<file path="config.mk">
export PLATFORM = sky130hd
export DESIGN_NAME = alu_pipe_flat
export DESIGN_NICKNAME = d
export VERILOG_FILES = /design/src/rtl/alu_pipe_if.sv /design/src/rtl/alu_pipe.sv /design/src/flat_wrapper.sv
export SDC_FILE = /design/constraint.sdc
export NUM_CORES = 1
export LEC_CHECK = 0
export BUFFER_PORTS_ARGS = -buffer_cell sky130_fd_sc_hd__buf_2
export CORE_MARGIN = 4
export CORE_UTILIZATION = 55
export DETAILED_ROUTE_END_ITERATION = 6
export HOLD_SLACK_MARGIN = 0.05
export PLACE_DENSITY = 0.76
export RECOVER_POWER = 100
export SYNTH_ARGS = -nofsm -noshare
export SYNTH_HDL_FRONTEND = slang
export SYNTH_SLANG_ARGS = --single-unit
</file>
<file path="constraint.sdc">
create_clock -name CLK -period 4.4 [get_ports CLK]
set_input_delay 0.44 -clock CLK [delete_from_list [all_inputs] [get_ports CLK]]
set_output_delay 0.44 -clock CLK [all_outputs]
set_load 0.02 [all_outputs]
</file>
<file path="src/rtl/alu_pipe_if.sv">
// Operand/opcode request and result/flags response channels of alu_pipe.
// The slave modport is the ALU side; the master modport is the client side.
interface alu_pipe_if #(
    parameter int SIZEDATA = 8,
    parameter int SIZEOP   = 6
);
    logic [SIZEDATA-1:0] DATOA;
    logic [SIZEDATA-1:0] DATOB;
    logic [SIZEOP-1:0]   OPCODE;
    logic                IN_VALID;
    logic                IN_READY;
    logic [SIZEDATA-1:0] RESULT;
    logic                CARRY;
    logic                ZERO;
    logic                NEGATIVE;
    logic                OVERFLOW;
    logic                ERR;
    logic                OUT_VALID;
    logic                OUT_READY;

    modport master (
        output DATOA, DATOB, OPCODE, IN_VALID, OUT_READY,
        input  IN_READY, RESULT, CARRY, ZERO, NEGATIVE,
        input  OVERFLOW, ERR, OUT_VALID
    );

    modport slave (
        input  DATOA, DATOB, OPCODE, IN_VALID, OUT_READY,
        output IN_READY, RESULT, CARRY, ZERO, NEGATIVE,
        output OVERFLOW, ERR, OUT_VALID
    );
endinterface

</file>
<file path="src/rtl/alu_pipe.sv">
// Two-stage pipelined ALU with valid/ready flow control on both sides.
// Define ALU_MUL_EN to add the MULTU opcode.
module alu_pipe #(
    parameter int SIZEDATA = 8,
    parameter int SIZEOP   = 6
) (
    input logic       CLK,
    input logic       RESET_N,
    alu_pipe_if.slave bus
);
    localparam logic [SIZEOP-1:0] OP_ADD = SIZEOP'(6'b100000);
    localparam logic [SIZEOP-1:0] OP_SUB = SIZEOP'(6'b100010);
    localparam logic [SIZEOP-1:0] OP_AND = SIZEOP'(6'b100100);
    localparam logic [SIZEOP-1:0] OP_OR  = SIZEOP'(6'b100101);
    localparam logic [SIZEOP-1:0] OP_XOR = SIZEOP'(6'b100110);
    localparam logic [SIZEOP-1:0] OP_NOR = SIZEOP'(6'b100111);
    localparam logic [SIZEOP-1:0] OP_SLL = SIZEOP'(6'b000000);
    localparam logic [SIZEOP-1:0] OP_SRL = SIZEOP'(6'b000010);
    localparam logic [SIZEOP-1:0] OP_SRA = SIZEOP'(6'b000011);
    localparam logic [SIZEOP-1:0] OP_SLT = SIZEOP'(6'b101010);
`ifdef ALU_MUL_EN
    localparam logic [SIZEOP-1:0] OP_MUL = SIZEOP'(6'b011001);
`endif
    localparam logic [SIZEDATA-1:0] WIDTH_V = SIZEDATA'(SIZEDATA);
    localparam int MSB = SIZEDATA - 1;

    logic                s1_valid;
    logic [SIZEDATA-1:0] s1_a;
    logic [SIZEDATA-1:0] s1_b;
    logic [SIZEOP-1:0]   s1_op;
    logic                s1_adv;
    logic                s2_adv;

    logic [SIZEDATA-1:0] s2_res;
    logic                s2_carry;
    logic                s2_zero;
    logic                s2_neg;
    logic                s2_ovf;
    logic                s2_err;
    logic                s2_valid;

    assign s2_adv       = !s2_valid || bus.OUT_READY;
    assign s1_adv       = !s1_valid || s2_adv;
    assign bus.IN_READY = s1_adv;

    always_ff @(posedge CLK or negedge RESET_N) begin
        if (!RESET_N) begin
            s1_valid <= 1'b0;
            s1_a     <= '0;
            s1_b     <= '0;
            s1_op    <= '0;
        end else if (s1_adv) begin
            s1_valid <= bus.IN_VALID;
            if (bus.IN_VALID) begin
                s1_a  <= bus.DATOA;
                s1_b  <= bus.DATOB;
                s1_op <= bus.OPCODE;
            end
        end
    end

    logic [SIZEDATA:0]   sum;
    logic [SIZEDATA:0]   dif;
    logic [SIZEDATA-1:0] sra;
    logic                big_shift;
`ifdef ALU_MUL_EN
    logic [2*SIZEDATA-1:0] prod;
    assign prod = {{SIZEDATA{1'b0}}, s1_a}
                * {{SIZEDATA{1'b0}}, s1_b};
`endif

    assign sum       = {1'b0, s1_a} + {1'b0, s1_b};
    assign dif       = {1'b0, s1_a} - {1'b0, s1_b};
    assign sra       = $signed(s1_a) >>> s1_b;
    assign big_shift = s1_b >= WIDTH_V;

    logic [SIZEDATA-1:0] res;
    logic                carry;
    logic                ovf;
    logic                err;

    always_comb begin
        res   = '0;
        carry = 1'b0;
        ovf   = 1'b0;
        err   = 1'b0;
        unique case (s1_op)
            OP_ADD: begin
                res   = sum[SIZEDATA-1:0];
                carry = sum[SIZEDATA];
                ovf   = (s1_a[MSB] == s1_b[MSB])
                     && (res[MSB] != s1_a[MSB]);
            end
            OP_SUB: begin
                res   = dif[SIZEDATA-1:0];
                carry = dif[SIZEDATA];
                ovf   = (s1_a[MSB] != s1_b[MSB])
                     && (res[MSB] != s1_a[MSB]);
            end
            OP_AND: res = s1_a & s1_b;
            OP_OR:  res = s1_a | s1_b;
            OP_XOR: res = s1_a ^ s1_b;
            OP_NOR: res = ~(s1_a | s1_b);
            OP_SLL: res = big_shift ? '0 : s1_a << s1_b;
            OP_SRL: res = big_shift ? '0 : s1_a >> s1_b;
            OP_SRA: res = big_shift ? {SIZEDATA{s1_a[MSB]}} : sra;
            OP_SLT: res = {{(SIZEDATA-1){1'b0}},
                           $signed(s1_a) < $signed(s1_b)};
`ifdef ALU_MUL_EN
            OP_MUL: begin
                res   = prod[SIZEDATA-1:0];
                carry = |prod[2*SIZEDATA-1:SIZEDATA];
            end
`endif
            default: err = 1'b1;
        endcase
    end

    // Output stage holds its beat until the sink takes it.
    always_ff @(posedge CLK or negedge RESET_N) begin
        if (!RESET_N) begin
            s2_valid <= 1'b0;
            s2_res   <= '0;
            s2_carry <= 1'b0;
            s2_zero  <= 1'b0;
            s2_neg   <= 1'b0;
            s2_ovf   <= 1'b0;
            s2_err   <= 1'b0;
        end else if (s2_adv) begin
            s2_valid <= s1_valid;
            if (s1_valid) begin
                s2_res   <= res;
                s2_carry <= carry;
                s2_zero  <= (res == '0);
                s2_neg   <= res[MSB];
                s2_ovf   <= ovf;
                s2_err   <= err;
            end
        end
    end

    assign bus.RESULT    = s2_res;
    assign bus.CARRY     = s2_carry;
    assign bus.ZERO      = s2_zero;
    assign bus.NEGATIVE  = s2_neg;
    assign bus.OVERFLOW  = s2_ovf;
    assign bus.ERR       = s2_err;
    assign bus.OUT_VALID = s2_valid;
endmodule
</file>
<file path="src/flat_wrapper.sv">
// flat-port wrapper written by rule: the top's interface ports become plain ports
module alu_pipe_flat 
#(
    parameter int SIZEDATA = 8,
    parameter int SIZEOP   = 6
)
  (CLK, RESET_N, bus_DATOA, bus_DATOB, bus_OPCODE, bus_IN_VALID, bus_OUT_READY, bus_IN_READY, bus_RESULT, bus_CARRY, bus_ZERO, bus_NEGATIVE, bus_OVERFLOW, bus_ERR, bus_OUT_VALID);
  alu_pipe_if #(.SIZEDATA(SIZEDATA), .SIZEOP(SIZEOP)) bus_i ();
  input logic CLK;
  input logic RESET_N;
  input wire logic [$bits(bus_i.DATOA)-1:0] bus_DATOA;
  input wire logic [$bits(bus_i.DATOB)-1:0] bus_DATOB;
  input wire logic [$bits(bus_i.OPCODE)-1:0] bus_OPCODE;
  input wire logic [$bits(bus_i.IN_VALID)-1:0] bus_IN_VALID;
  input wire logic [$bits(bus_i.OUT_READY)-1:0] bus_OUT_READY;
  output wire logic [$bits(bus_i.IN_READY)-1:0] bus_IN_READY;
  output wire logic [$bits(bus_i.RESULT)-1:0] bus_RESULT;
  output wire logic [$bits(bus_i.CARRY)-1:0] bus_CARRY;
  output wire logic [$bits(bus_i.ZERO)-1:0] bus_ZERO;
  output wire logic [$bits(bus_i.NEGATIVE)-1:0] bus_NEGATIVE;
  output wire logic [$bits(bus_i.OVERFLOW)-1:0] bus_OVERFLOW;
  output wire logic [$bits(bus_i.ERR)-1:0] bus_ERR;
  output wire logic [$bits(bus_i.OUT_VALID)-1:0] bus_OUT_VALID;
  assign bus_i.DATOA = bus_DATOA;
  assign bus_i.DATOB = bus_DATOB;
  assign bus_i.OPCODE = bus_OPCODE;
  assign bus_i.IN_VALID = bus_IN_VALID;
  assign bus_i.OUT_READY = bus_OUT_READY;
  assign bus_IN_READY = bus_i.IN_READY;
  assign bus_RESULT = bus_i.RESULT;
  assign bus_CARRY = bus_i.CARRY;
  assign bus_ZERO = bus_i.ZERO;
  assign bus_NEGATIVE = bus_i.NEGATIVE;
  assign bus_OVERFLOW = bus_i.OVERFLOW;
  assign bus_ERR = bus_i.ERR;
  assign bus_OUT_VALID = bus_i.OUT_VALID;
  alu_pipe #(.SIZEDATA(SIZEDATA), .SIZEOP(SIZEOP)) u_core (.CLK(CLK), .RESET_N(RESET_N), .bus(bus_i));
endmodule
</file>
==> results by stage, run 1 <==
Status:
- The flow ran to the end, but the final reports show violations.
- The checks that failed: capacitance limit, slew limit.

Clock network:
- The number of buffers inserted by hold repair at cts is 0.
- The number of buffers between clock root and the deepest sink is 2.
- The master cell of the clock root buffer is sky130_fd_sc_hd__clkbuf_8.
- The clock latency on the worst-skew pair is a little under 0.3 ns.
- The total CTS buffers is 5.
- In this run, post-CTS repair resized a total of 0 instances.
- The TritonCTS clock tree is yes.
- In this run the post-CTS setup repair buffer count came out at 0.
- The clock tree synthesis step divided the H-tree into 2 levels.
- The clock transition at the register clock pins on the worst setup and hold paths after CTS is 0.07 ns.
- Clock tree synthesis found a total of 36 sinks.

Yosys:
- The synthesized design contains 0 enable-type register cells.
- A synthesized cell averages roughly 8.5 µm².
- The number of different library cells in the post-synthesis netlist is 60.
- For this run, asynchronously set or reset flops after synthesis account for between 90% and 100%.
- The post-synth net total is 454.
- The prevailing post-synth register cell is sky130_fd_sc_hd__dfrtp_1.
- By area the synthesized netlist is led by sky130_fd_sc_hd__dfrtp_1 (26%), sky130_fd_sc_hd__mux2_2 (9.9%), sky130_fd_sc_hd__ha_1 (8.8%).
- Counting every instance in the synthesized netlist gives between 400 and 500.
- The area share of the largest cell type after synthesis is about a quarter.
- The flip-flop and latch count after synthesis is 36.
- The largest area contributor in the netlist is sky130_fd_sc_hd__dfrtp_1.
- The post-synthesis instance area is about 3400 µm².
- The share of the Yosys chip area taken by registers is between 20% and 30%.
- For this run, the number of Yosys warnings is 0.

GRT:
- The via count of the first global-routing pass is 3199.
- The initial antenna violation count is 0.
- The largest net degree at the start of global routing is 37.
- The overflow left after global routing is 0.
- The global-route total usage across every layer is 28.04%.
- The global-route wire length before repair is about 17000 µm.

Place:
- The post-detailed-placement half-perimeter wirelength is ~7600 µm.
- The congestion estimate from routability-driven global placement came to about 1.
- The number of input and output port buffers inserted is 40.

Worst setup path:
- Together, buffers and inverters on the worst path number 0.
- Data on the critical path arrives at its endpoint at approximately 3.9 ns.
- The standard cell with the maximum stage delay on the critical path is sky130_fd_sc_hd__nor4_1.
- The worst setup path is launched from a register.
- The classification of the worst setup path is reg -> reg.
- For the worst setup path, the data required time is between 4 and 5 ns.
- The cell family with the largest share of critical-path delay is simple AND/OR/NAND/NOR gates.
- The signal on the critical path passes through nor4_1 > nand3_1 > nor3_1 > o211ai_1 > nand3_1 > nor4_1 > and3_1 > a32o_2.
- On the worst path, the slowest cell contributes a delay of 1.15 ns.
- In this run the worst path has a maximum fanout of 11.
- STA classifies the critical path endpoint as a register.

Floorplanning:
- The initial utilization of the core area, before any placement, comes to between 50% and 60%.
- The die covers 7507 µm².
- The floorplan core area is 5956 µm².
- In this run the horizontal extent of the chip is 86.65 µm.
- The number of top-level pins is between 40 and 50.
- The die is 86.65 µm tall.
- The number of rows in the core area is 28.

STA:
- The slew of the pin with the lowest slew margin is 2.001 ns.
- The final setup TNS is 0 ns.
- Setup repair after global routing left no endpoint under its margin.
- Setup violations remaining at the end of the flow were counted as 0.
- The final-report hold violation count came to 0.
- Subtracting the final worst setup slack from the clock period gives ~3.7 ns.
- The worst slew margin relative to its limit is -33.38%.
- The max-slew violation total from the final report was 37.
- After layout, the worst path uses 84.53% of the clock period.
- Derived from the worst setup path, the maximum achievable clock frequency is approximately 0.27 GHz.
- The clock skew is 0.006535 ns.

Cells and area:
- Relative to the synthesized area, the layout overhead comes to 8.128%.
- The net count of the finished layout is about 480.
- The antenna diode count is 0.
- The final core utilization is 61.76%.
- The footprint of the flip-flops and latches is about 900 µm².
- Cells with a size suffix above 1 make up between 10% and 20% of the layout.
- The number of filler cells placed in the layout is ~560.
- The footprint of the multi-input gates is ~2300 µm².

Detailed routing:
- The number of vias in the routed layout is 3300.
- After detailed routing, the average wire length per cell comes to 19.79 µm.
- Using the TritonRoute via totals, the vias-per-cell ratio works out to about 6.5.
- For this run, design rule violations remaining after detail routing come to 0.
- The total wirelength of the detailed-routed design is between 9000 and 10000 µm.
- The first detailed-routing pass ran for 5 iterations.
- The detailed router finished its first iteration with between 200 and 300 violations.
- The number of nets with antenna violations after detailed routing is 0.

Pwr:
- Of the total power, the share spent switching nets is 44.65%.
- The clock network fraction of total power is 16.6%.
- The sequential power share is 33.9%.
- The leakage component of the power is approximately 1.6 nW.
- IR analysis of the VDD net gives a maximum drop of between 0.2 and 0.25 mV.
- The internal power is 0.7697 mW.
- In this run the power spent charging and discharging nets is roughly 0.62 mW.
- The ratio of total power to cell area is 378.0 nW/µm².
- The combinational share of power is 49.4%.

Run:
- Max-cap violations in this run came to 1.

Hold path:
- The type of the worst min-delay path is in -> reg.
==> stage by stage <==
stage | power [mW] | area, µm² | hold slack, ns | setup WS [ns] | std cells
finish | 1.391 | 3679 | 0.3588 | 0.6806 | 504
global route | 1.487 | 3679 | 0.3812 | 0.6252 | 504
CTS | 1.386 | 3710 | 0.2759 | 1.218 | 504
detailed placement | 1.156 | 3632 | 0.4663 | 1.259 | 497
global placement | 1.148 | 3632 | 0.4580 | 1.355 | 497
floorplan | 0.9689 | 3402 | 0.1444 | 1.147 | 402
==> registers in the layout (all words and copies together), names as in the netlist <==
name and count:
u_core.bus.ZERO 1, u_core.bus.OUT_VALID 1, u_core.bus.OVERFLOW 1, u_core.s1_b 8, u_core.s1_valid 1, u_core.s1_op 6, u_core.bus.CARRY 1, u_core.bus.RESULT 7
u_core.bus.ERR 1, u_core.s1_a 8, u_core.bus.NEGATIVE 1
==> final timing paths <==
check                                                   endpoint                             start  slack (ns)  cells after the start
max in group asynchronous             u_core.s1_a[2]$_DFFE_PN0P_                           RESET_N        2.54                      1
worst min-delay path                 u_core.s1_valid$_DFFE_PN0N_                      bus_IN_VALID        0.36                      2
worst min register to register  u_core.bus.RESULT[6]$_DFFE_PN0P_  u_core.bus.RESULT[6]$_DFFE_PN0P_        0.48                      2
min in group asynchronous       u_core.bus.RESULT[0]$_DFFE_PN0P_                           RESET_N        0.71                      1
worst max register to register       u_core.bus.ZERO$_DFFE_PN0P_       u_core.s1_op[2]$_DFFE_PN0P_        0.68                      8
worst max-delay path                 u_core.bus.ZERO$_DFFE_PN0P_       u_core.s1_op[2]$_DFFE_PN0P_        0.68                      8
==> layer usage <==
metal	vias up	GRT usage, %	part of all wire (%)
li1	1524	-	-
met1	1563	38.68	42
met2	173	44.30	47
met3	40	4.183	7.8
met4	0	10.76	3.6
met5	-	0	0
==> layout make-up <==
cell class                      instances  share of cell area, %
Tap cell                               75                  2.551
Timing Repair Buffer                   46                  6.122
Sequential cell                        36                  24.49
Inverter                               25                  2.551
Clock buffer                            6                  1.973
Clock inverter                          1                 0.1361
Multi-Input combinational cell        315                  62.18
==> cells by family after synthesis <==
family / after synthesis / share of synthesized area (%)
xor gates and xnor gates: 5 / 1.287
adders and majority gates: 26 / 10.00
muxes: 45 / 14.34
and+or+nand+nor: 127 / 19.49
buffers and inverters: 51 / 5.958
DFF: 36 / 26.48
AOI/OAI and AO/OA: 112 / 22.44
==> layout by cell type, fill, tap and decap left out, types with 7 or more instances in the layout <==
| cell type | n |
|---|---|
| sky130_fd_sc_hd__a211oi_1 | 7 |
| sky130_fd_sc_hd__a21oi_1 | 24 |
| sky130_fd_sc_hd__buf_2 | 24 |
| sky130_fd_sc_hd__clkbuf_1 | 17 |
| sky130_fd_sc_hd__dfrtp_1 | 36 |
| sky130_fd_sc_hd__ha_1 | 24 |
| sky130_fd_sc_hd__inv_1 | 24 |
| sky130_fd_sc_hd__mux2_2 | 30 |
| sky130_fd_sc_hd__mux2i_1 | 15 |
| sky130_fd_sc_hd__nand2_1 | 36 |
| sky130_fd_sc_hd__nand3_1 | 8 |
| sky130_fd_sc_hd__nor2_1 | 25 |
| sky130_fd_sc_hd__nor2b_1 | 7 |
| sky130_fd_sc_hd__nor3_1 | 12 |
| sky130_fd_sc_hd__o211ai_1 | 10 |
| sky130_fd_sc_hd__o21ai_0 | 21 |
==> cells in the mapped netlist (all sizes together) (2+ instances only) <==
| library cell | instances |
|---|---|
| a2111oi | 3 |
| a211o | 5 |
| a211oi | 7 |
| a21o | 3 |
| a21oi | 24 |
| a221oi | 4 |
| a22o | 3 |
| a22oi | 2 |
| a2bb2oi | 2 |
| a31oi | 3 |
| and2 | 5 |
| and3 | 5 |
| buf | 12 |
| clkbuf | 14 |
| dfrtp | 36 |
| fa | 2 |
| ha | 24 |
| inv | 24 |
| mux2 | 30 |
| mux2i | 15 |
| nand2 | 36 |
| nand2b | 6 |
| nand3 | 8 |
| nand3b | 4 |
| nand4 | 3 |
| nor2 | 26 |
| nor2b | 7 |
| nor3 | 13 |
| nor3b | 3 |
| nor4 | 5 |
| o2111ai | 2 |
| o211ai | 10 |
| o21a | 4 |
| o21ai | 21 |
| o22ai | 5 |
| o31ai | 2 |
| or4 | 2 |
| xnor2 | 5 |
==> power groups by stage <==
stage	clock network, mW	registers, mW	logic, mW
2_1_floorplan	0	0.472	0.497
3_3_place_gp	0	0.474	0.674
3_5_place_dp	0	0.477	0.679
4_1_cts	0.233	0.470	0.684
5_1_grt	0.250	0.482	0.755
6_report	0.231	0.472	0.687
(Power assumes the default switching activity.)
==> run 2: changes to the inputs <==
==> constraint.sdc (replaced) <==
create_clock -name CLK -period 3.67 [get_ports CLK]
set_input_delay 0.367 -clock CLK [delete_from_list [all_inputs] [get_ports CLK]]
set_output_delay 0.367 -clock CLK [all_outputs]
set_load 0.02 [all_outputs]
==> run 2 against run 1 <==
Net effect: the flow finishes with violations (DRC, capacitance limit, slew limit); critical endpoint unchanged; first-iteration DRC count up 7.3%; design area up 1.5%; final cell count up 1.2%; highest routed layer unchanged; via count down 1.6%; hold slack worse by 0.061 ns; sequential share of layout area down 0.37 points; die area unchanged; largest cell class unchanged; routed wire length down 2.3%.
==> results by stage, run 2 (synthesized netlist as in run 1, its figures left out) <==
Pwr:
- The overall power is 1.672 mW (+20%).
- The worst ir drop on vdd is 0.2723 mV (+27%).
- The combinational share of power is 50.1% (+0.7 points).
- The share of total power consumed by net switching is 44.39% (-0.26 points).
- The sequential power share is 33.2% (-0.7 points).
- The ratio of total power to cell area was 447.7 nW/µm² (+18%).
- The switching power summed over all nets is 0.7423 mW (+20%).
- The leakage component of the power is 1.642 nW (+1.9%).
- The clock network fraction of total power is 16.7% (about the same).
- The internal power is 0.9299 mW (+21%).

Cells and area:
- The number of filler cells placed in the layout is 545 (-2.2%).
- The footprint of the flip-flops and latches is 900.9 µm² (unchanged).
- The antenna diode count is 0 (unchanged).
- The final standard cell area without fillers was 3735 µm² (+1.5%).
- The net count of the finished layout is 487 (+1.2%).
- The library cells used most frequently in the layout, excluding fill and tap cells, are sky130_fd_sc_hd__nand2_1 (36), sky130_fd_sc_hd__dfrtp_1 (36), sky130_fd_sc_hd__mux2_2 (30), sky130_fd_sc_hd__nor2_1 (25).
- The synthesis-to-layout area growth is 9.783%.
- The footprint of the multi-input gates was 2298 µm² (+0.49%).
- The share of layout cells above drive strength 1 is 18.62% (+1.6 points).
- The final core utilization came to 62.71% (+0.95 points).

Worst setup path:
- The signal on the critical path passes through inv_1 > ha_1 > inv_1 > fa_1 > nor3b_1 > nor3_1 > xnor2_1 > a2111o_1 > a211o_1 > nor4_1 > and3_1 > a32o_2.
- The critical path is of the reg -> reg type.
- The peak fanout along the critical path is 7 (-4).
- The startpoint kind of the worst setup timing path is a register.
- The critical path endpoint category is a register.
- The largest incremental delay on the critical path is 0.44 ns (-0.71 ns).
- The most numerous cell on the critical path is sky130_fd_sc_hd__inv_1.
- The slowest stage of the critical path belongs to the cell sky130_fd_sc_hd__dfrtp_1.
- The critical path arrival is 3.43 ns (-0.47 ns).
- The critical path required time is 3.90 ns (-0.68 ns).

Status:
- The flow ran to the end, but the final reports show violations.
- The checks that failed: DRC, capacitance limit, slew limit.

GRT:
- The global-route total usage across every layer came to 26.90% (-1.1 points).
- The initial antenna violation count is 0 (unchanged).
- The overflow left after global routing is 0 (unchanged).
- The via count of the first global-routing pass is 3140 (-1.8%).
- The global-route wire length before repair is 15710 µm (-4.8%).
- The largest net degree at the start of global routing came to 37 (unchanged).

Place:
- The last weighted congestion value of the routability-driven placer is 1.009 (+1.9%).
- The cell area after placement is 3677 µm² (+1.2%).
- The post-detailed-placement half-perimeter wirelength is 7426 µm (-2.8%).
- The number of input and output port buffers inserted came to 40 (unchanged).
- The post-place setup slack came to 0.5848 ns (-0.6737 ns).

STA:
- The final critical path time including I/O delays and setup is 3.209 ns (-0.5105 ns).
- The final setup TNS came to 0 ns (unchanged).
- The worst slew margin relative to its limit is -30.86% (+2.5 points).
- The clock skew is 0.01242 ns (+0.005885 ns).
- The number of endpoints failing setup at the final stage is 0 (unchanged).
- The worst setup margin is 0.4611 ns (-0.2195 ns).
- The slew of the pin with the lowest slew margin was 1.963 ns (-0.03781 ns).
- The maximum frequency from static timing analysis was 0.3116 GHz (+16%).
- The post-route clock period utilization is 87.44% (+2.9 points).
- Setup repair after global routing left no endpoint under its margin.
- The max-slew violation total from the final report is 37 (unchanged).
- The final-report hold violation count is 0 (unchanged).

Clock network:
- The number of levels the H-tree was split into is 2 (unchanged).
- The post-CTS setup repair buffer count is 0 (unchanged).
- The number of buffers inserted by hold repair at cts is 0 (unchanged).
- The total CTS buffers is 5 (unchanged).
- The clock transition at the register clock pins on the worst setup and hold paths after CTS came to 0.09 ns (+0.02 ns).
- The clock latency on the worst-skew pair was 0.29 ns (about the same).
- The master cell of the clock root buffer is sky130_fd_sc_hd__clkbuf_8.
- The CTS sink count is 36 (unchanged).
- The number of buffers between clock root and the deepest sink is 2 (unchanged).
- The TritonCTS clock tree is yes.
- The number of cells upsized or downsized after cts is 0 (unchanged).

Detailed routing:
- The detail-routed via count per cell came to 6.369 (-2.7%).
- The number of iterations in the first detailed-routing pass is 7 (+2).
- The violation count after the first detailed-routing iteration came to 294 (+7.3%).
- The total wirelength of the detailed-routed design is 9747 µm (-2.3%).
- The count of unresolved DRC violations after routing is 1 (+1).
- The detailed-route wire length per cell was 19.11 µm (-3.4%).
- The number of vias in the routed layout came to 3248 (-1.6%).
- The number of nets with antenna violations after detailed routing came to 0 (unchanged).

Floorplanning:
- The vertical die dimension came to 86.65 µm (unchanged).
- The die boundary width was 86.65 µm (unchanged).
- The initial core utilization is 57.12% (unchanged).
- The area of the die is 7507 µm² (unchanged).
- The number of rows in the core area came to 28 (unchanged).
- The floorplan core area is 5956 µm² (unchanged).
- The number of top-level pins is 41 (unchanged).

Run:
- The number of max-cap violations is 1 (unchanged).

Hold path:
- The type of the worst min-delay path is in -> reg.
==> run 2: cell count changes in the layout (fill, tap and decap cells not counted) <==
cell / before / now
sky130_fd_sc_hd__nor3_2: 1 / 2
sky130_fd_sc_hd__buf_4: 6 / 12
sky130_fd_sc_hd__nor4_2: 1 / 2
sky130_fd_sc_hd__nor3_1: 12 / 11
sky130_fd_sc_hd__nor4_1: 4 / 3
==> run 2: final cells by class <==
cell class | count | share of cell area (%)
multi-input combinational | 315 | 61.54
sequential | 36 | 24.12
timing repair buffer | 52 | 7.236
inverter | 25 | 2.513
tap | 75 | 2.513
clock buffer | 6 | 1.943
clock inverter | 1 | 0.1340
==> run 2: path summary, 6_finish.rpt <==
kind,slack [ns],to,cells after the start,start
setup / recovery,0.46,u_core.bus.ZERO$_DFFE_PN0P_,12,u_core.s1_a[0]$_DFFE_PN0P_
hold / removal,0.30,u_core.s1_a[2]$_DFFE_PN0P_,2,bus_DATOA[2]
setup reg to reg,0.46,u_core.bus.ZERO$_DFFE_PN0P_,12,u_core.s1_a[0]$_DFFE_PN0P_
hold reg to reg,0.48,u_core.bus.RESULT[4]$_DFFE_PN0P_,2,u_core.bus.RESULT[4]$_DFFE_PN0P_
max in group asynchronous,1.92,u_core.s1_a[3]$_DFFE_PN0P_,1,RESET_N
min in group asynchronous,0.61,u_core.s1_b[1]$_DFFE_PN0P_,1,RESET_N
==> run 2: worst max-delay path, delay by kind of cell (launching register included) <==
family | cells | cell delay [ns]
simple gates | 4 | 0.98
fa+ha+maj | 2 | 0.59
flops | 1 | 0.44
xor+xnor | 1 | 0.12
buf+inv | 2 | 0.16
compound gates | 3 | 0.83
==> run 2: power by group through the flow <==
stage / Combinational (mW) / Sequential (mW) / Clock, mW
after global placement: 0.826 / 0.557 / 0
after detailed placement: 0.830 / 0.560 / 0
after CTS: 0.833 / 0.552 / 0.283
final: 0.838 / 0.556 / 0.279
after global routing: 0.919 / 0.568 / 0.305
after floorplan: 0.596 / 0.565 / 0
==> run 2: through the flow <==
| stage | hold WS [ns] | std cells |
|---|---|---|
| after floorplan | 0.07141 | 402 |
| after global placement | 0.4581 | 503 |
| after detailed placement | 0.4662 | 503 |
| after CTS | 0.1997 | 510 |
| after global routing | 0.2992 | 510 |
| final | 0.2979 | 510 |
==> run 2: routing by layer <==
layer  up-vias  routed length (µm)  GRT usage [%]
met5         -                   0              0
met4         0                 349          9.773
met3        42                 731          4.753
met2       158                4469          43.12
met1      1509                4198          36.34
li1       1539                   -              -
